$ cat src/rtl/vic_nest_ctrl.sv
// Nesting vectored interrupt controller: priority select, LIFO context stack, redirect/restore strobes.
// Optional tail-chaining on return is enabled by defining VIC_TAILCHAIN_EN.
module vic_nest_ctrl #(
  parameter int NUM_IRQ    = 8,
  parameter int NEST_DEPTH = 4,
  parameter int PC_W       = 32,
  parameter int CC_W       = 4,
  parameter int ISR_SHIFT  = 4
) (
  input  logic                clk,
  input  logic                rst,
  input  logic [NUM_IRQ-1:0]  i_irq_req,
  input  logic [NUM_IRQ-1:0]  i_irq_mask,
  input  logic [PC_W-1:0]     i_PC,
  input  logic [CC_W-1:0]     i_CCodes,
  input  logic                i_NOT_FLUSH,
  input  logic                i_reti,
  output logic                o_IRQ_PC,
  output logic [PC_W-1:0]     o_VIC_iaddr,
  output logic [CC_W-1:0]     o_VIC_CCodes,
  output logic                o_VIC_CCodes_ctrl,
  output logic                o_IRQ_VIC,
  output logic [NUM_IRQ-1:0]  o_irq_ack,
  output logic                o_stack_err
);
  localparam int CUR_W = $clog2(NUM_IRQ + 1);
  localparam int DEP_W = $clog2(NEST_DEPTH + 1);
  localparam int IDX_W = (NEST_DEPTH > 1) ? $clog2(NEST_DEPTH) : 1;

  logic [PC_W-1:0]    stk_pc_reg  [NEST_DEPTH];
  logic [CC_W-1:0]    stk_cc_reg  [NEST_DEPTH];
  logic [CUR_W-1:0]   stk_cur_reg [NEST_DEPTH];

  logic [CUR_W-1:0]   cur_reg;
  logic [DEP_W-1:0]   depth_reg, depth_next;
  logic               reti_d_reg, reti_pend_reg;
  logic               irq_pc_reg, cc_ctrl_reg, irq_vic_reg, stack_err_reg;
  logic [PC_W-1:0]    iaddr_reg;
  logic [CC_W-1:0]    cc_reg;
  logic [NUM_IRQ-1:0] ack_reg;

  logic [NUM_IRQ-1:0] pend, sel_onehot;
  logic [CUR_W-1:0]   sel, top_cur;
  logic [IDX_W-1:0]   top_idx, push_idx;
  logic               reti_evt, slot_free, ret_ok, take, pop, chain, err;

  assign pend = i_irq_req & i_irq_mask;

  always_comb begin
    sel = CUR_W'(NUM_IRQ);
    for (int i = NUM_IRQ - 1; i >= 0; i--) begin
      if (pend[i]) sel = CUR_W'(i);
    end
  end

  genvar gi;
  generate
    for (gi = 0; gi < NUM_IRQ; gi++) begin : g_onehot
      assign sel_onehot[gi] = (sel == CUR_W'(gi));
    end
  endgenerate

  assign top_idx  = IDX_W'(depth_reg - DEP_W'(1));
  assign push_idx = IDX_W'(depth_reg);
  assign top_cur  = stk_cur_reg[top_idx];

  // A reti edge landing in the cycle right after a strobe is held over one cycle
  // so that redirects keep their two-cycle spacing without losing the return.
  assign reti_evt  = (i_reti & ~reti_d_reg) | reti_pend_reg;
  assign slot_free = ~irq_pc_reg;
  assign ret_ok    = slot_free & reti_evt & (depth_reg != '0);
  assign err       = slot_free & reti_evt & (depth_reg == '0);

`ifdef VIC_TAILCHAIN_EN
  assign chain = ret_ok & (pend != '0) & (sel < top_cur);
`else
  assign chain = 1'b0;
`endif

  assign pop  = ret_ok & ~chain;
  assign take = slot_free & ~reti_evt & (pend != '0) & (sel < cur_reg) &
                (depth_reg < DEP_W'(NEST_DEPTH)) & i_NOT_FLUSH;

  always_comb begin
    depth_next = depth_reg;
    if (take)
      depth_next = depth_reg + DEP_W'(1);
    else if (pop)
      depth_next = depth_reg - DEP_W'(1);
  end

  always_ff @(posedge clk or negedge rst) begin
    if (!rst) begin
      cur_reg       <= CUR_W'(NUM_IRQ);
      depth_reg     <= '0;
      reti_d_reg    <= 1'b0;
      reti_pend_reg <= 1'b0;
      irq_pc_reg    <= 1'b0;
      cc_ctrl_reg   <= 1'b0;
      irq_vic_reg   <= 1'b0;
      stack_err_reg <= 1'b0;
      iaddr_reg     <= '0;
      cc_reg        <= '0;
      ack_reg       <= '0;
      for (int i = 0; i < NEST_DEPTH; i++) begin
        stk_pc_reg[i]  <= '0;
        stk_cc_reg[i]  <= '0;
        stk_cur_reg[i] <= '0;
      end
    end else begin
      reti_d_reg    <= i_reti;
      reti_pend_reg <= reti_evt & irq_pc_reg;
      irq_pc_reg    <= take | pop | chain;
      cc_ctrl_reg   <= pop;
      ack_reg       <= (take | chain) ? sel_onehot : '0;
      depth_reg     <= depth_next;
      irq_vic_reg   <= (depth_next != '0);
      if (err)
        stack_err_reg <= 1'b1;
      if (take) begin
        stk_pc_reg[push_idx]  <= i_PC;
        stk_cc_reg[push_idx]  <= i_CCodes;
        stk_cur_reg[push_idx] <= cur_reg;
      end
      if (take | chain) begin
        cur_reg   <= sel;
        iaddr_reg <= PC_W'(sel) << ISR_SHIFT;
      end else if (pop) begin
        cur_reg   <= top_cur;
        iaddr_reg <= stk_pc_reg[top_idx];
        cc_reg    <= stk_cc_reg[top_idx];
      end
    end
  end

  assign o_IRQ_PC          = irq_pc_reg;
  assign o_VIC_iaddr       = iaddr_reg;
  assign o_VIC_CCodes      = cc_reg;
  assign o_VIC_CCodes_ctrl = cc_ctrl_reg;
  assign o_IRQ_VIC         = irq_vic_reg;
  assign o_irq_ack         = ack_reg;
  assign o_stack_err       = stack_err_reg;

endmodule

$ cat config.mk
export PLATFORM = sky130hd
export DESIGN_NAME = vic_nest_ctrl
export DESIGN_NICKNAME = d
export VERILOG_FILES = /design/src/rtl/vic_nest_ctrl.sv
export SDC_FILE = /design/constraint.sdc
export NUM_CORES = 1
export LEC_CHECK = 0
export ABC_AREA = 1
export BUFFER_PORTS_ARGS = -buffer_cell sky130_fd_sc_hd__buf_2
export CORE_ASPECT_RATIO = 0.8
export CORE_MARGIN = 3
export CORE_UTILIZATION = 41
export CTS_CLUSTER_DIAMETER = 40
export DETAILED_ROUTE_END_ITERATION = 8
export PLACE_DENSITY_LB_ADDON = 0.25
export SLEW_MARGIN = 10
export SYNTH_ARGS = -nofsm -noshare
export SYNTH_HDL_FRONTEND = slang
export SYNTH_SLANG_ARGS = --single-unit
$ cat constraint.sdc
create_clock -name clk -period 5.3 [get_ports clk]
set_clock_uncertainty 0.1 [all_clocks]
set_input_delay 0.795 -clock clk [delete_from_list [all_inputs] [get_ports clk]]
set_output_delay 0.795 -clock clk [all_outputs]
set_load 0.01 [all_outputs]
# Word level (Yosys, flattened, before mapping)
# Index checks and enable logic that the tools add are counted.
# totals
register_bits,217
latchBits,0
ramBits,0
romBits,0
output_inout_bits,48
memories,0
# op_classes
addsub,2
mul,0
div_mod_pow,0
order_cmp,5
n_eq_ne,7
n_shift,0
muxes,31
bitwise,19
reduce_logical,8
# ops
op,n
$mux W32,5
$bwmux W128,1
$bmux W32 S2,1
$demux W32 S2,1
$mux W4,15
$bwmux W16,2
$bmux W4 S2,2
$eq A4 B3 Y1 const B,4
$and A1 B1 Y1,10
$and A8 B8 Y8,1
$demux W4 S2,1
$eq A4 B2 Y1 const B,2
$mux W8,1
$reduce_bool A8 Y1,1
$ge A3 B3 Y1 const B,2
$mux W3,2
$not A2 Y3,2
$reduce_bool A3 Y1,2
$eq A4 B1 Y1 const B,1
$logic_not A4 Y1,1
$lt A4 B4 Y1,1
$not A1 Y1,4
$add A3 B1 Y3 const B,1
$logic_not A3 Y1,1
other kinds (7),8

# Longest topological paths before layout
# Gate-level depths: netlist of the first run.
# depth
ltp_word,15
depth_mapped,19
ltp_nobuf,18

# Least setup slack after synthesis of the first run
# Ideal clock, no wire load.
# synth_path
kind,reg2reg
startpoint,register depth_reg[0]
endpoint,register cur_reg[0]
arrival_time_ps,2424
t_required_ps,5073
setup_slack_ps,2649
stages_incl_launch_ff,12
path_buffers,5
period_less_slack_ps,2651
cell_sequence,dfrtp_1 clkbuf_1 inv_1 clkbuf_1 clkbuf_1 ha_1 a211oi_2 inv_1 clkbuf_1 buf_1 nand3_1 nand3_1
# synth_between
elab_chain_cells,7
# synth_lines
item,line,source
"start, declared",35,"logic [DEP_W-1:0] depth_reg, depth_next;"
"start signal, assigned",116,depth_reg <= depth_next;
$sub A3 B1 Y3,n/a,
$not A2 Y3 (implied by the code),65,assign top_cur = stk_cur_reg[top_idx];
$bmux W4 S2,65,
$mux W4 (implied by the code) (2 in series),65,
$mux W4,128,end else if (pop) begin
$mux W4,125,if (take | chain) begin
"end signal, assigned",94,cur_reg <= CUR_W'(NUM_IRQ);
"end signal, assigned",126,cur_reg <= sel;
"end signal, assigned",129,cur_reg <= top_cur;
"end, declared",34,logic [CUR_W-1:0] cur_reg;
# Parallel ways exist; a longest one is shown, timed or not. The select of a mux whose other input is x is not followed.
# A chain may end at the register's enable or synchronous reset.

# Worst setup path after layout of the first run
# layout_path
startpoint,input i_irq_req[5]
endpoint,register stk_pc_reg[46] (netlist bit)
# layout_between
elab_chain_cells,11
# layout_lines
item,line,source
"start, declared",12,"input logic [NUM_IRQ-1:0] i_irq_req,"
$and A8 B8 Y8 *,47,assign pend = i_irq_req & i_irq_mask;
$mux W4 (6 in series),52,if (pend[i]) sel = CUR_W'(i);
$lt A4 B4 Y1,81,assign take = slot_free & ~reti_evt & (pend != '0) & (sel < cur_reg) &
$and A1 B1 Y1 * (2 in series),81,
$and A1 B1 Y1 *,82,(depth_reg < DEP_W'(NEST_DEPTH)) & i_NOT_FLUSH;
"end signal, assigned by index",121,stk_pc_reg[push_idx] <= i_PC;
"end, declared",30,logic [PC_W-1:0] stk_pc_reg [NEST_DEPTH];
# Mark *: on every way between the ends. The rest lies on a longest branch, timed or not.

==> flow_metrics.py, run 1 <==
metrics = {
    "run_status": {
        "status": "finished, final reports clean",
    },
    "logic_synthesis": {
        "muxShareOfSynthArea_pct": 0,
        "synthSimpleGateAreaFrac_pct": 23.5,
        "synth_nets": 1268,
        "synthAdderAreaFrac_pct": 1.01,
        "synth_warnings": 0,
        "synth_area_um2": 9870,
        "synth-edff-count": 0,
        "ys_ff_latch": 217,
        "avgSynthCellArea_um2": 8.20,
        "synthXorXnorAreaFrac_pct": 0.177,
        "synth_compound_area_share_pct": 13.8,
        "async_flop_share_pct": 100,
        "synth.distinct_cells": 31,
        "synth_top_family_by_area": "simple AND/OR/NAND/NOR gates",
        "postSynthCellCount": 1204,
        "yosysSeqAreaShare_pct": 55.0,
        "synth-main-ff-cell": "dfrtp_1",
    },
    "timing": {
        "setup_slack_ps": 2150,
        "post-route-period-util_pct": 59.5,
        "final-hold-violation-count": 0,
        "finalMaxSlewViolations": 0,
        "setup-tns-final_ps": 0,
        "tightest_slew_ps": 1100,
        "slew_headroom_pct": 26.8,
        "post-route-min-period_ps": 3150,
        "setup_violations": 0,
        "rsz0062_at_grt": "false",
        "fmax_mhz": 317,
    },
    "final_layout": {
        "multi_input_area_um2": 3800,
        "insertedDiodeCount": 0,
        "final_cell_mix": "nand2_1, dfrtp_1, o21ai_0, buf_2, o21ai_1",
        "final_common_cell": "nand2_1",
        "regArea_um2": 5430,
        "finalNonFillerCells": 1615,
        "n_fill_cell": 2307,
        "syn2layout_area_growth_pct": 17.7,
        "drive_above_1_share_pct": 15.6,
        "final_area_um2": 11600,
        "final_net_count": 1342,
        "final_util_pct": 49.4,
        "largest_reg_flops": 128,
    },
    "grt": {
        "grt_pass1_vias": 7948,
        "grt_pass1_wl_um": 43900,
        "grt_usage_pct": 20.5,
        "grt-ovfl-total": 0,
        "antenna_found_initial": 2,
        "grt_max_degree": 87,
    },
    "routing": {
        "drt_pre_antenna_iters": 5,
        "drt_iter0_drc": 776,
        "drcViolationCount": 0,
        "num_vias": 8286,
        "ant_nets": 0,
        "routed_via_density": 5.13,
        "wl_per_cell_um": 16.6,
        "routed_wl_um": 26900,
    },
    "placement": {
        "dp_hpwl_um": 15300,
        "io_buffer_count": 103,
        "dpl_cell_area_um2": 10500,
        "pre_cts_ws_ps": 1600,
        "dp.cells": 1557,
        "gp_congestion": 0.804,
    },
    "critical_path": {
        "arrival_ps": 3540,
        "end_kind": "flop",
        "required_ps": 5690,
        "start_kind": "input port",
        "reg2reg_to": "stk_pc_reg[46]",
        "r2r_start": "cur_reg[3]",
        "r2r_slack_ps": 2280,
        "ff2ff_path_depth": 10,
        "critPathKind": "in -> reg",
        "cp_max_fo": 34,
    },
    "floorplan": {
        "initial_core_util_pct": 42.0,
        "core_area_um2": 23500,
        "die_area_um2": 26000,
        "io-pin-count": 104,
        "die_h_um": 145,
        "die_w_um": 179,
        "rows": 50,
    },
    "power_and_ir_drop": {
        "p_sw_share_pct": 38.7,
        "p_sw_w": 0.00279,
        "vdd_drop_max_mv": 0.318,
        "intPower_w": 0.00443,
        "power_leakage_nw": 5.99,
        "power_frac_seq_pct": 35.3,
        "power.density_nw_per_um2": 622,
        "p_clk_share_pct": 29.9,
        "comb_power_share_pct": 34.8,
    },
    "clock_network": {
        "htree_levels": 1,
        "insertion_delay_ps": 550,
        "clock_path_buffers": 3,
        "cts_tree": "done",
        "ctsHoldBuffers": 0,
        "cts-root-buf": "clkbuf_16",
        "postCtsSetupBuffers": 0,
        "clkSinkCount": 217,
        "cts_resized": 0,
        "cts_made_buffers": 31,
        "clkSlewWorstSetupHoldPaths_ps": 60,
    },
    "min_path": {
        "hp-class": "in -> async",
    },
    "flow_run": {
        "max_cap_violations": 0,
    },
}
worst max-delay path: stages:
cell	delay [ps]
buf_2	90
nand2_1	70
nand2_1	70
inv_1	70
nand2_1	50
a31oi_1	340
ha_1	320
nand2_1	80
nand2_2	70
nand2_4	100
nand2_4	240
nor2_2	690
buf_4	350
nand2_1	90
nand2_1	70
metrics by stage:
| step | hold WS (ps) | total power (W) |
|---|---|---|
| after floorplan | 341 | 0.00427 |
| after global placement | 351 | 0.00502 |
| after global routing | 131 | 0.00776 |
| final | 107 | 0.00722 |
| after CTS | 117 | 0.00726 |
| after detailed placement | 356 | 0.00507 |
metal layers:
layer  wire, um  up-vias  track usage [%]
li1           -     4034                -
met1      13100     3974             31.0
met3       1890       32             5.12
met5         29        -                0
met2      11500      242             30.4
met4        321        4             3.54
cell usage after synthesis (all sizes together), types with 2 or more instances:
master | instances | area (um^2)
ha | 8 | 100
buf | 36 | 262
nor3 | 3 | 15.0
o22ai | 11 | 68.8
a21oi | 51 | 255
inv | 57 | 214
o21ai | 192 | 998
nor2 | 33 | 141
xor2 | 2 | 17.5
clkbuf | 44 | 165
nand2 | 477 | 1810
nand3 | 67 | 348
dfrtp | 216 | 5410
final cells by class:
class,count,share of cell area [%]
clock buffers,40,7.57
multi-input cells,849,32.7
inverters,58,1.87
well taps,312,3.36
clock inverters,18,1.98
flip-flops and latches,217,46.8
repair buffers,121,5.69
cells by family (layout without fill, tap and decap cells):
kind of cell             after synthesis  count (layout)
buffers and inverters                138             237
AND/OR/NAND/NOR                      581             581
adder cells (fa/ha/maj)                8               8
flip-flops                           217             217
AO/OA/AOI/OAI                        258             258
XOR/XNOR                               2               2
how the worst max path moves through the flow:
stage	startpoint	to	slack [ps]	cells past startpoint
3_5_place_dp	i_irq_req[5]	stk_pc_reg[46]	1600	15
2_1_floorplan	depth_reg[0]	cur_reg[0]	2650	11
5_1_grt	i_irq_req[5]	stk_pc_reg[48]	1920	15
6_report	i_irq_req[5]	stk_pc_reg[46]	2150	15
4_1_cts	i_irq_req[5]	stk_pc_reg[48]	2170	15
3_3_place_gp	i_irq_req[5]	stk_pc_reg[46]	1710	15
power groups by stage:
stage | Sequential (W) | Combinational, W | Clock, W
final | 0.00255 | 0.00251 | 0.00216
after global routing | 0.00262 | 0.00286 | 0.00227
after CTS | 0.00255 | 0.00252 | 0.00219
after detailed placement | 0.00257 | 0.00250 | 0
after global placement | 0.00256 | 0.00246 | 0
after floorplan | 0.00256 | 0.00171 | 0
Power figures use the tool's default switching activity.
==> run 2: changes to the inputs <==
==> constraint.sdc (replaced) <==
create_clock -name clk -period 2.87 [get_ports clk]
set_clock_uncertainty 0.1 [all_clocks]
set_input_delay 0.4305 -clock clk [delete_from_list [all_inputs] [get_ports clk]]
set_output_delay 0.4305 -clock clk [all_outputs]
set_load 0.01 [all_outputs]
==> run 2 against run 1 <==
Compared with the run above:
- critical endpoint is now o_VIC_iaddr[6]
- largest power group is now combinational cells
- final cell count is 1.3% higher
- count of clock-buffer cells in the layout is 10 higher
- combinational power is 90% higher
- routed wire length is 0.19% lower
- sequential power is 85% higher
- register-to-register slack worse by 1800 ps
==> flow_metrics.py, run 2 (synthesis gave the netlist of run 1 again) <==
metrics = {
    "power_and_ir_drop": {
        "comb_power_share_pct": 34.7,
        "power_frac_seq_pct": 34.3,
        "power_leakage_nw": 6.12,
        "finalPower_w": 0.0137,
        "p_sw_w": 0.00521,
        "intPower_w": 0.00854,
        "power.density_nw_per_um2": 1150,
        "p_clk_share_pct": 31.0,
        "p_sw_share_pct": 37.9,
        "vdd_drop_max_mv": 0.733,
    },
    "final_layout": {
        "final_cell_mix": "nand2_1, dfrtp_1, o21ai_0, buf_2, o21ai_1",
        "largest_reg_flops": 128,
        "final_net_count": 1362,
        "n_fill_cell": 2292,
        "syn2layout_area_growth_pct": 20.8,
        "drive_above_1_share_pct": 16.3,
        "final_common_cell": "nand2_1",
    },
    "floorplan": {
        "initial_core_util_pct": 42.0,
        "die_w_um": 179,
        "die_h_um": 145,
        "io-pin-count": 104,
        "rows": 50,
        "die_area_um2": 26000,
        "core_area_um2": 23500,
    },
    "critical_path": {
        "crit_chain": "dlygate4sd3_1, buf_2, a21oi_1, a211oi_4, inv_2, nand2_1, nand2_1, nand2_1",
        "end_kind": "flop",
        "r2r_slack_ps": 490,
        "critPathSlowestCell": "inv_2",
        "arrival_ps": 2770,
        "cp_max_fo": 58,
        "r2r_start": "cur_reg[3]",
        "critPathKind": "in -> reg",
        "slowest_delay_ps": 740,
        "start_kind": "input port",
        "startpoint": "i_reti",
        "crit_top_cell": "nand2_1",
        "required_ps": 3140,
    },
    "routing": {
        "route.met3.wl_um": 2040,
        "top_layer": "met5",
        "routed_wl_um": 26800,
        "wl_met2_um": 11400,
        "drcViolationCount": 0,
        "ant_nets": 0,
        "drt_iter0_drc": 920,
        "drt_pre_antenna_iters": 5,
        "routed_via_density": 5.07,
        "num_vias": 8294,
        "drt-met1-wl_um": 13000,
        "wl_per_cell_um": 16.4,
    },
    "timing": {
        "finalMaxSlewViolations": 0,
        "post-route-period-util_pct": 87.1,
        "fmax_mhz": 400,
        "slew_headroom_pct": 34.1,
        "rsz0062_at_grt": "false",
        "setup_violations": 0,
        "setup-tns-final_ps": 0,
        "tightest_slew_ps": 987,
        "post-route-min-period_ps": 2500,
        "final-hold-violation-count": 0,
    },
    "min_path": {
        "min_from": "i_PC[10]",
        "hp-class": "in -> reg",
    },
    "placement": {
        "io_buffer_count": 103,
        "gp_congestion": 0.770,
        "dp_hpwl_um": 16200,
    },
    "grt": {
        "grt_max_degree": 74,
        "antenna_found_initial": 3,
        "grt_pass1_wl_um": 44000,
        "grt_pass1_vias": 8036,
        "grt_usage_pct": 20.8,
        "grt-ovfl-total": 0,
    },
    "clock_network": {
        "clkSinkCount": 217,
        "clock_path_buffers": 3,
        "cts_tree": "done",
        "clkSlewWorstSetupHoldPaths_ps": 50,
        "cts-root-buf": "clkbuf_16",
        "cts_made_buffers": 36,
        "htree_levels": 2,
        "cts_resized": 0,
        "insertion_delay_ps": 500,
    },
    "run_status": {
        "status": "finished, final reports clean",
    },
    "flow_run": {
        "max_cap_violations": 0,
    },
}
[run 2: cell types whose count changed in the layout (fill, tap and decap cells not counted)]
cell           previous run  this run
buf_12                    0         8
clkbuf_16                31        37
buf_4                    18        23
clkbuf_1                  2         7
clkinv_4                  4         1
dlygate4sd3_1             0         2
bufinv_16                 4         3
clkbuf_8                  7         6
diode_2                   0         1
inv_8                     1         0
[run 2: power groups by stage]
stage | logic, W | clock network, W | registers, W
finish | 0.00477 | 0.00427 | 0.00471
CTS | 0.00477 | 0.00433 | 0.00471
floorplan | 0.00316 | 0 | 0.00472
global route | 0.00542 | 0.00448 | 0.00484
global placement | 0.00467 | 0 | 0.00472
detailed placement | 0.00474 | 0 | 0.00474
[run 2: final timing paths]
| path | to | cells after the start |
|---|---|---|
| max | o_VIC_iaddr[6] | 8 |
| min | stk_pc_reg[10] | 3 |
| max reg2reg | stk_pc_reg[89] | 10 |
| min reg2reg | o_VIC_CCodes[1] | 2 |
| max in group asynchronous | cur_reg[3] | 3 |
| min in group asynchronous | o_irq_ack[0] | 2 |
[run 2: through the flow]
stage               cell area, um^2  setup WS, ps  utilization [%]  std cells  hold slack [ps]
global route                  11900           183             50.7       1635             78.4
global placement              10700           250             45.5       1570              350
CTS                           11900           376             50.7       1635             64.9
finish                        11900           371             50.7       1636             75.5
floorplan                      9870           219                -       1204             34.9
detailed placement            10700           156             45.5       1570              354
[run 2: layout make-up]
| class | instances | area, um^2 | share of cell area [%] |
|---|---|---|---|
| inverters | 58 | 218 | 1.83 |
| well taps | 312 | 390 | 3.27 |
| flip-flops and latches | 217 | 5430 | 45.6 |
| repair buffers | 136 | 878 | 7.37 |
| multi-input cells | 849 | 3800 | 31.9 |
| clock inverters | 13 | 163 | 1.36 |
| diodes | 1 | 2.50 | 0.0210 |
| clock buffers | 50 | 1030 | 8.68 |
[run 2: repair_timing]
item,4_1_cts,5_1_grt
setup buffers,0,0
endpoints found under the hold margin,71,0
hold buffers,2,0
[run 2: critical path: cells and delay by family]
kind,cells,cell delay (ps)
AOI/OAI and AO/OA,2,500
buffers and inverters,3,1400
and+or+nand+nor,3,440
[run 2: layer usage]
| layer | global-route usage (%) | up-vias |
|---|---|---|
| met4 | 4.76 | 4 |
| met1 | 31.3 | 3926 |
| met2 | 30.8 | 254 |
| met3 | 4.57 | 33 |
| met5 | 0 | - |
| li1 | - | 4077 |
==> run 3: changes to the inputs <==
--- a/config.mk
+++ b/config.mk
@@ -7,9 +7,11 @@
 export LEC_CHECK = 0
 export ABC_AREA = 1
 export BUFFER_PORTS_ARGS = -buffer_cell sky130_fd_sc_hd__buf_2
+export CELL_PAD_IN_SITES_DETAIL_PLACEMENT = 1
+export CELL_PAD_IN_SITES_GLOBAL_PLACEMENT = 1
 export CORE_ASPECT_RATIO = 0.8
 export CORE_MARGIN = 3
-export CORE_UTILIZATION = 41
+export CORE_UTILIZATION = 40
 export CTS_CLUSTER_DIAMETER = 40
 export DETAILED_ROUTE_END_ITERATION = 8
 export PLACE_DENSITY_LB_ADDON = 0.25
==> run 3 against run 2 <==
Compared with the run above:
- critical path depth grew 2
- first-iteration DRC count is 51% lower
- sequential cell count did not move
- count of clock-buffer cells in the layout down 11
- global-route usage rose by 1.8 points
- sequential share of layout area increased by 0.13 points
- die area up 2.4%
- sequential power about the same
- worst setup slack got worse by 21 ps
- routed wire length increased by 10%
- largest cell class unchanged
==> flow_metrics.py, run 3 (synthesis gave the netlist of run 1 again) <==
metrics = {
    "placement": {
        "io_buffer_count": 103,
        "dp_hpwl_um": 17900,
        "gp_congestion": 0.758,
    },
    "clock_network": {
        "clkSlewWorstSetupHoldPaths_ps": 50,
        "insertion_delay_ps": 550,
        "cts_tree": "done",
        "cts_made_buffers": 31,
        "cts_resized": 0,
        "htree_levels": 1,
        "cts-root-buf": "clkbuf_16",
        "clkSinkCount": 217,
        "clock_path_buffers": 3,
    },
    "power_and_ir_drop": {
        "p_sw_w": 0.00530,
        "intPower_w": 0.00844,
        "power_frac_seq_pct": 34.4,
        "comb_power_share_pct": 35.5,
        "p_clk_share_pct": 30.0,
        "power_leakage_nw": 6.11,
        "power.density_nw_per_um2": 1160,
        "p_sw_share_pct": 38.6,
        "vdd_drop_max_mv": 0.519,
    },
    "floorplan": {
        "rows": 50,
        "io-pin-count": 104,
        "die_w_um": 182,
        "die_area_um2": 26600,
        "initial_core_util_pct": 41.4,
        "die_h_um": 147,
        "core_area_um2": 23800,
    },
    "grt": {
        "grt_usage_pct": 22.6,
        "antenna_found_initial": 1,
        "grt_pass1_vias": 9157,
        "grt-ovfl-total": 0,
        "grt_pass1_wl_um": 49400,
        "grt_max_degree": 88,
    },
    "flow_run": {
        "max_cap_violations": 0,
    },
    "final_layout": {
        "regArea_um2": 5430,
        "final_common_cell": "nand2_1",
        "insertedDiodeCount": 0,
        "final_cell_mix": "nand2_1, dfrtp_1, o21ai_0, buf_2, o21ai_1",
        "largest_reg_flops": 128,
        "drive_above_1_share_pct": 16.3,
        "n_fill_cell": 2908,
        "syn2layout_area_growth_pct": 20.4,
        "final_net_count": 1358,
        "multi_input_area_um2": 3810,
    },
    "routing": {
        "routed_via_density": 5.25,
        "num_vias": 8558,
        "route.met3.wl_um": 1140,
        "drt-met1-wl_um": 14000,
        "drt_iter0_drc": 455,
        "routed_wl_um": 29500,
        "wl_per_cell_um": 18.1,
        "top_layer": "met5",
        "drcViolationCount": 0,
        "drt_pre_antenna_iters": 4,
        "wl_met2_um": 13900,
        "ant_nets": 0,
    },
    "critical_path": {
        "ff2ff_path_depth": 10,
        "slowest_delay_ps": 540,
        "critPathKind": "in -> reg",
        "r2r_slack_ps": 380,
        "start_kind": "input port",
        "required_ps": 3240,
        "reg2reg_to": "stk_pc_reg[92]",
        "startpoint": "i_reti",
        "end_kind": "flop",
        "path_buf_inv": 4,
        "critPathSlowestCell": "dlygate4sd3_1",
        "cp_max_fo": 22,
        "r2r_start": "cur_reg[3]",
        "arrival_ps": 2890,
        "crit_chain": "dlygate4sd3_1, buf_2, a21oi_1, nand4_1, inv_2, nand2_4, nor2_4, buf_4, nand2_1, o21ai_1",
        "cp_top_family": "buffers and inverters",
    },
    "timing": {
        "fmax_mhz": 397,
        "final-hold-violation-count": 0,
        "post-route-period-util_pct": 87.8,
        "post-route-min-period_ps": 2520,
        "whs_ps": 29.1,
        "setup-tns-final_ps": 0,
        "tightest_slew_ps": 924,
        "slew_headroom_pct": 38.4,
        "rsz0062_at_grt": "false",
        "finalMaxSlewViolations": 0,
        "setup_violations": 0,
    },
    "min_path": {
        "hp-class": "in -> reg",
        "min_path_cells": 3,
        "hold_path_end": "stk_pc_reg[7]",
        "min_from": "i_PC[7]",
    },
    "run_status": {
        "status": "finished, final reports clean",
    },
}
[run 3: through the flow]
step | power (W) | util, % | cell area, um^2 | worst slack (ps) | std cells
after floorplan | 0.00788 | - | 9870 | 219 | 1204
after CTS | 0.0139 | 49.9 | 11900 | 380 | 1629
final | 0.0137 | 49.9 | 11900 | 350 | 1629
after detailed placement | 0.00962 | 45.1 | 10700 | 116 | 1571
after global placement | 0.00942 | 45.1 | 10700 | 245 | 1571
after global routing | 0.0148 | 49.9 | 11900 | 154 | 1629
[run 3: power by group through the flow]
stage	Sequential, W	Combinational [W]	Clock, W
2_1_floorplan	0.00472	0.00316	0
3_3_place_gp	0.00472	0.00470	0
3_5_place_dp	0.00477	0.00486	0
4_1_cts	0.00473	0.00494	0.00420
5_1_grt	0.00485	0.00557	0.00434
6_report	0.00473	0.00488	0.00413
[run 3: worst register-to-register path, stage by stage, from the launching register on]
cell and delay, ps:
dfstp_2 580, inv_1 100, ha_1 210, nor3_1 160, nand4_1 170, inv_2 200, nand2_4 200, nor2_4 190
buf_4 310, nand2_1 100, o21ai_1 90
[run 3: area by class of cell]
class                      count  area share [%]
timing repair buffer         137            7.66
clock inverter                17            2.20
sequential                   217            45.7
inverter                      58            1.83
multi-input combinational    849            32.0
tap                          312            3.28
clock buffer                  39            7.28
[run 3: how the worst max path moves through the flow]
| stage | cells after the start | slack, ps | end |
|---|---|---|---|
| 2_1_floorplan | 11 | 220 | cur_reg[0] |
| 3_3_place_gp | 15 | 250 | stk_pc_reg[93] |
| 3_5_place_dp | 15 | 120 | stk_pc_reg[89] |
| 4_1_cts | 10 | 380 | stk_pc_reg[92] |
| 5_1_grt | 10 | 150 | stk_pc_reg[94] |
| 6_report | 10 | 350 | stk_pc_reg[92] |
[run 3: metal layers]
metal  up-vias  GRT usage, %
li1       4065             -
met1      4280          31.6
met2       172          37.7
met3        39          3.14
met4         2          4.57
met5         -             0
[run 3: timing repair]
| item | in CTS | in global routing |
|---|---|---|
| endpoints found under the hold margin | 82 | 0 |
| hold buffers | 2 | 0 |
| setup buffers | 0 | 0 |
